### config.mk
export PLATFORM = sky130hd
export DESIGN_NAME = fdivsqrt_iter_ctrl
export DESIGN_NICKNAME = d
export VERILOG_FILES = /design/src/rtl/fdivsqrt_iter_ctrl.sv
export SDC_FILE = /design/constraint.sdc
export NUM_CORES = 1
export LEC_CHECK = 0
export ABC_AREA = 0
export CORE_MARGIN = 1.5
export CORE_UTILIZATION = 35
export DETAILED_ROUTE_END_ITERATION = 8
export PLACE_DENSITY_LB_ADDON = 0.2
export RECOVER_POWER = 50
export SYNTH_ARGS = -nofsm -noshare
export SYNTH_HDL_FRONTEND = slang
export SYNTH_SLANG_ARGS = --single-unit
### constraint.sdc
create_clock -name clk -period 1.7 [get_ports clk]
set_input_delay 0.34 -clock clk [delete_from_list [all_inputs] [get_ports clk]]
set_output_delay 0.34 -clock clk [all_outputs]
set_load 0.01 [all_outputs]
### src/rtl/fdivsqrt_iter_ctrl.sv
// Iteration controller for a digit-recurrence divide/sqrt unit: sequences
// operand load, a programmable number of recurrence steps, and result hand-off.
module fdivsqrt_iter_ctrl #(
   parameter int DURLEN = 6
) (
   input  logic              clk,
   input  logic              reset,
   input  logic              FDivStartE,
   input  logic [DURLEN-1:0] CyclesE,
   input  logic              SpecialCaseE,
   input  logic              StallM,
   input  logic              FlushE,
   output logic              IFDivStartE,
   output logic              StepEnE,
   output logic              FDivBusyE,
   output logic              FDivDoneE,
   output logic [DURLEN-1:0] StepE
);

   typedef enum logic [1:0] {
      IDLE = 2'd0,
      BUSY = 2'd1,
      DONE = 2'd2
   } state_t;

   localparam logic [DURLEN-1:0] STEP_ZERO = {DURLEN{1'b0}};
   localparam logic [DURLEN-1:0] STEP_ONE  = {{(DURLEN-1){1'b0}}, 1'b1};

   // A zero iteration count still needs one recurrence step to settle the datapath.
   function automatic logic [DURLEN-1:0] load_count(input logic [DURLEN-1:0] cycles);
      if (cycles == STEP_ZERO) begin
         load_count = STEP_ONE;
      end else begin
         load_count = cycles;
      end
   endfunction

   state_t            state_q, state_d;
   logic [DURLEN-1:0] step_q, step_d;
   logic              step_en_q, step_en_d;
   logic              done_q, done_d;
   logic              accept_s;

   assign accept_s = FDivStartE & (state_q == IDLE) & ~FlushE & ~SpecialCaseE;

   // Next-state and step-counter logic; flush overrides every other condition.
   always_comb begin
      state_d = state_q;
      step_d  = step_q;
      if (FlushE) begin
         state_d = IDLE;
         step_d  = STEP_ZERO;
      end else begin
         case (state_q)
            IDLE: begin
               if (FDivStartE) begin
                  if (SpecialCaseE) begin
                     state_d = DONE;
                     step_d  = STEP_ZERO;
                  end else begin
                     state_d = BUSY;
                     step_d  = load_count(CyclesE);
                  end
               end else begin
                  state_d = IDLE;
                  step_d  = STEP_ZERO;
               end
            end
            BUSY: begin
               if (step_q <= STEP_ONE) begin
                  state_d = DONE;
                  step_d  = STEP_ZERO;
               end else begin
                  state_d = BUSY;
                  step_d  = step_q - STEP_ONE;
               end
            end
            DONE: begin
               step_d = STEP_ZERO;
               if (StallM) begin
                  state_d = DONE;
               end else begin
                  state_d = IDLE;
               end
            end
            default: begin
               state_d = IDLE;
               step_d  = STEP_ZERO;
            end
         endcase
      end
   end

   // Status flags decoded from the next state so they leave the block registered.
   always_comb begin
      step_en_d = 1'b0;
      done_d    = 1'b0;
      case (state_d)
         BUSY: begin
            step_en_d = 1'b1;
            done_d    = 1'b0;
         end
         DONE: begin
            step_en_d = 1'b0;
            done_d    = 1'b1;
         end
         default: begin
            step_en_d = 1'b0;
            done_d    = 1'b0;
         end
      endcase
   end

   // State, counter and status registers with asynchronous active-low reset.
   always_ff @(posedge clk or negedge reset) begin
      if (!reset) begin
         state_q   <= IDLE;
         step_q    <= STEP_ZERO;
         step_en_q <= 1'b0;
         done_q    <= 1'b0;
      end else begin
         state_q   <= state_d;
         step_q    <= step_d;
         step_en_q <= step_en_d;
         done_q    <= done_d;
      end
   end

   assign IFDivStartE = accept_s;
   assign StepEnE     = step_en_q;
   assign FDivDoneE   = done_q;
   assign StepE       = step_q;
   // Busy covers the accept cycle too, so the hazard unit stalls before state changes.
   assign FDivBusyE   = step_en_q | (done_q & StallM) | accept_s;

endmodule
==> summary.txt, run 1 <==
Max-cap viol count = 0
Pins Over Slew Limit = 0
Critical Path Start Type = flip-flop
Post-route cell area = 917 sq um
Footprint of the multi-input gates = 334 sq um
WL/cell = 12.6 um
Yosys warns = 0
Root buffer cell = clkbuf_4
Top cell type's share of synthesized area = 0.431
Num CTS Buffers = 3
Fmax = 561 MHz
Post-route insts no fill = 107
Hold Slack = 0.463 ns
WL final = 1340 um
Register area share after synthesis = 0.431
Final #Nets = 106
Crit path DAT = 1.44 ns
Seq cells post-synth = 10
Worst Max-Slew Pin Slew = 0.480 ns
CP endpoint kind = primary output
H-tree depth = 1
R2R depth = 6
Fill cells = 148
Layout cell share with drive strength beyond 1 = 0.220
Initial Utilization = 0.381
Leak Pwr = 0.411 nW
Post-Syn Nets = 72
Setup ws final = -0.0810 ns
Die H = 43.7 um
Mean post-synth cell area = 10.0 sq um
Clock Skew = 0.00549 ns
Largest net degree at the start of global routing = 11
Initial antenna violation count = 0
RSZ-0062 raised after global routing = yes
Worst vdd ir = 0.391 mV
Ports = 22
Type of the worst setup path = flip-flop to primary output
Hpwl dp = 983 um
Clk Latency, worst-skew pair = 0.27 ns
Vias after detailed routing = 556
Core box area = 1520 sq um
Reg2reg start = StepE[0]
Crit path time final = 1.78 ns
Most frequent cells in the layout = clkdlybuf4s50_1, dfrtp_1, buf_4
Pwr dens = 706 nW/um^2
Clock sink count = 10
Post-route antenna net violation count = 0
Status = finished, violations left
Gpl congestion = 0.712
Die width = 43.7 um
Core Util, Final = 0.602
Worst min-delay path class = input port to async pin
RR Endpoint = StepE[0]
CTS tree = yes
DRT Pass-1 Iters = 4
DP Area = 860 sq um
Req. time, crit path = 1.36 ns
DRC errors left = 0
Remaining Overflow, GRT = 0
Post-DR vias/cell = 5.20
Mapped Area = 581 sq um
Dpl cells = 101
# rows = 14
Violated checks = setup timing
Antenna Cells = 0
Area delta synth->final = 58.0%
Cells after Synth = 58
Initial DRC Count = 19
Worst setup path startpoint = state_q[0]
Max-slew headroom = 0.678
All-Layer GR Usage = 0.159
Number of global-route vias before repair = 517
Final period utilization = 1.05
Setup TNS = -0.136 ns
Yosys top cell by area = dfrtp_1
Crit path max fanout = 2
Register area = 250 sq um
Worst-path clk slew = 0.07 ns
Setup slack, reg-to-reg = 0.12 ns
Most common cell after layout, fill and taps aside = clkdlybuf4s50_1
Port Buf Inserts = 21
First-pass GRT wire length = 2210 um
Cell variety after synth = 27
Die Area = 1910 sq um
Setup violations, final = 2
Synth area leaders = dfrtp_1, xor2_1, ha_1
Final Hold Viols = 0
Clock Path Buffers = 2
==> worst max-delay path, cell delays in order, from the launching register on <==
cell and delay (ns):
dfrtp_1 0.41, nor4b_4 0.29, nor2b_4 0.19, buf_4 0.10
a211o_1 0.07, buf_2 0.12
==> routing by layer <==
metal,up-vias,wire length [um],GRT usage
li1,276,-,-
met3,2,61,0.0292
met4,0,19,0.0727
met1,265,634,0.202
met2,13,629,0.262
met5,-,0,0
==> stage by stage <==
stage | worst slack (ns) | power [mW]
global route | -0.159 | 0.678
detailed placement | -0.538 | 0.433
CTS | -0.0967 | 0.649
global placement | -0.508 | 0.432
finish | -0.0810 | 0.648
floorplan | 0.0947 | 0.345
==> worst max-delay path by stage <==
stage	to	slack, ns
4_1_cts	FDivBusyE	-0.1
2_1_floorplan	FDivBusyE	0.09
6_report	FDivBusyE	-0.08
3_3_place_gp	FDivBusyE	-0.51
5_1_grt	FDivBusyE	-0.16
3_5_place_dp	FDivBusyE	-0.54
==> synthesized netlist by cell type <==
cell type / number
nor4b_4: 1
or4bb_1: 1
or2_2: 1
nand2_1: 4
o31a_1: 1
or4_1: 1
a22oi_1: 3
nor2_1: 6
a211o_1: 1
o21ai_0: 3
o21ba_2: 1
nor3b_1: 2
a21oi_1: 4
nor3_1: 2
nor4_2: 1
or3_4: 1
nor2b_1: 1
a31oi_1: 1
dfrtp_1: 10
xor2_1: 3
and3b_1: 1
clkbuf_1: 1
inv_1: 2
o21ai_1: 1
nand2b_1: 2
a21oi_2: 1
ha_1: 2
==> where the power goes <==
part	leakage [nW]	internal (mW)	switching [mW]
Sequential	0.136	0.251	0.0134
Clock	0.0210	0.130	0.0867
Combinational	0.253	0.0939	0.0729
Total	0.411	0.475	0.173
==> area by class of cell <==
| class | instances | area share |
|---|---|---|
| Multi-Input combinational cell | 45 | 0.364 |
| Clock buffer | 4 | 0.0396 |
| Inverter | 2 | 0.00819 |
| Sequential cell | 10 | 0.273 |
| Timing Repair Buffer | 30 | 0.293 |
| Tap cell | 16 | 0.0218 |
==> flip-flops by register name, summed over array words and instances, names as in the netlist <==
signal and count:
FDivDoneE 1, StepE 6, state_q 2, StepEnE 1
==> cells by family after synthesis <==
kind of cell             after synthesis  synth area share
AND/OR/NAND/NOR                       24             0.280
buffers and inverters                  3            0.0194
AO/OA/AOI/OAI                         16             0.181
XOR/XNOR                               3            0.0453
flip-flops                            10             0.431
adder cells (fa/ha/maj)                2            0.0431
==> repair_timing <==
item,CTS,global route
hold buffers,0,0
buffers inserted,2,0
setup endpoints to repair,2,4
gates resized for setup,8,2
pin swaps,1,0
Power figures use the tool's default switching activity.
==> run 2, diff against run 1 <==
--- a/config.mk
+++ b/config.mk
@@ -9,8 +9,10 @@
 export CORE_MARGIN = 1.5
 export CORE_UTILIZATION = 35
 export DETAILED_ROUTE_END_ITERATION = 8
+export MAX_ROUTING_LAYER = met4
 export PLACE_DENSITY_LB_ADDON = 0.2
 export RECOVER_POWER = 50
+export SKIP_LAST_GASP = 1
 export SYNTH_ARGS = -nofsm -noshare
 export SYNTH_HDL_FRONTEND = slang
 export SYNTH_SLANG_ARGS = --single-unit
==> summary.txt, run 2 (same netlist as run 1, synthesis figures left out) <==
Initial antenna violation count = 0
Gpl congestion = 0.720
Setup slack, reg-to-reg = 0.12 ns
Cts hold-fix bufs = 0
Most common cell after layout, fill and taps aside = clkdlybuf4s50_1
Port Buf Inserts = 21
Post-DR vias/cell = 5.20
Crit path DAT = 1.44 ns
Die H = 43.7 um
DRT Pass-1 Iters = 4
Final Hold Viols = 0
Initial Utilization = 0.381
Clk Latency, worst-skew pair = 0.27 ns
Max-slew headroom = 0.678
Setup ws final = -0.0810 ns
Worst-path clk slew = 0.07 ns
Layout cell share with drive strength beyond 1 = 0.220
Overall power = 0.648 mW
Initial DRC Count = 19
Number of global-route vias before repair = 517
Remaining Overflow, GRT = 0
Hold Slack = 0.463 ns
Crit path time final = 1.78 ns
WL/cell = 12.6 um
CTS tree = yes
Reg2reg start = StepE[0]
Max reg flops = 6
H-tree depth = 1
Req. time, crit path = 1.36 ns
Area delta synth->final = 58.0%
Pwr dens = 706 nW/um^2
Setup violations, final = 2
Dpl cells = 101
Vias after detailed routing = 556
Max-cap viol count = 0
DRC errors left = 0
Antenna Cells = 0
WL final = 1340 um
Violated checks = setup timing
RR Endpoint = StepE[0]
Root buffer cell = clkbuf_4
Worst min-delay path class = input port to async pin
Clock sink count = 10
Hpwl dp = 983 um
CP endpoint kind = primary output
# rows = 14
RSZ-0062 raised after global routing = yes
All-Layer GR Usage = 0.164
Critical Path Start Type = flip-flop
Num CTS Buffers = 3
Largest net degree at the start of global routing = 11
Post-route antenna net violation count = 0
Worst vdd ir = 0.391 mV
Clock Skew = 0.00550 ns
Final #Nets = 106
Fmax = 561 MHz
Crit path max fanout = 2
Setup TNS = -0.136 ns
Most frequent cells in the layout = clkdlybuf4s50_1, dfrtp_1, buf_4
First-pass GRT wire length = 2210 um
Status = finished, violations left
Leak Pwr = 0.411 nW
Pins Over Slew Limit = 0
R2R depth = 6
Clock Path Buffers = 2
Type of the worst setup path = flip-flop to primary output
Die width = 43.7 um
Core box area = 1520 sq um
Die Area = 1910 sq um
Ports = 22
Worst Max-Slew Pin Slew = 0.480 ns
Post-route insts no fill = 107
Final period utilization = 1.05
==> run 2: critical path: stages, from the launching register on <==
cell and delay, ns:
dfrtp_1 0.41, nor4b_4 0.29, nor2b_4 0.19, buf_4 0.10, a211o_1 0.07, buf_2 0.12
==> run 2: cell type report <==
class / count / area (sq um)
multi-input cells: 45 / 334
fillers: 148 / 607
clock buffers: 4 / 36.3
inverters: 2 / 7.51
repair buffers: 30 / 269
flip-flops and latches: 10 / 250
well taps: 16 / 20.0
==> run 2: metrics by stage <==
stage | cell area (sq um) | setup WS (ns) | utilization
final | 917 | -0.0810 | 0.602
after global routing | 917 | -0.159 | 0.602
after CTS | 905 | -0.0967 | 0.594
after detailed placement | 860 | -0.538 | 0.564
after global placement | 860 | -0.508 | 0.564
after floorplan | 581 | 0.0947 | -
==> run 2: worst max-delay path by stage <==
stage / depth (start not counted) / end / start / slack (ns)
final: 5 / FDivBusyE / state_q[0] / -0.08
after global routing: 5 / FDivBusyE / state_q[0] / -0.16
after CTS: 5 / FDivBusyE / state_q[0] / -0.1
after detailed placement: 5 / FDivBusyE / FDivStartE / -0.54
after global placement: 5 / FDivBusyE / SpecialCaseE / -0.51
after floorplan: 3 / FDivBusyE / state_q[0] / 0.09
==> run 2: metal layers <==
layer,vias up,GRT usage,wire [um]
met1,265,0.205,640
met4,0,0.0727,19
met5,-,-,0
met3,2,0.0250,55
li1,276,-,-
met2,13,0.262,629
==> run 2: power by group <==
group,leakage [nW],switching (mW),internal (mW)
sequential,0.136,0.0134,0.251
clock,0.0210,0.0867,0.130
combinational,0.253,0.0730,0.0939
==> run 2: timing repair <==
action	4_1_cts	5_1_grt
endpoints found under the setup margin	2	4
hold endpoints to repair	0	0
pin swaps	1	0
buffers inserted	2	0
gates resized for setup	8	2
==> run 3, diff against run 2 <==
--- a/config.mk
+++ b/config.mk
@@ -9,6 +9,8 @@
 export CORE_MARGIN = 1.5
 export CORE_UTILIZATION = 35
 export DETAILED_ROUTE_END_ITERATION = 8
+export GPL_TIMING_DRIVEN = 1
+export HOLD_SLACK_MARGIN = 0.15
 export MAX_ROUTING_LAYER = met4
 export PLACE_DENSITY_LB_ADDON = 0.2
 export RECOVER_POWER = 50
==> results of run 3 <==
No change in the layout: final DEF, timing and power equal those of run 2.
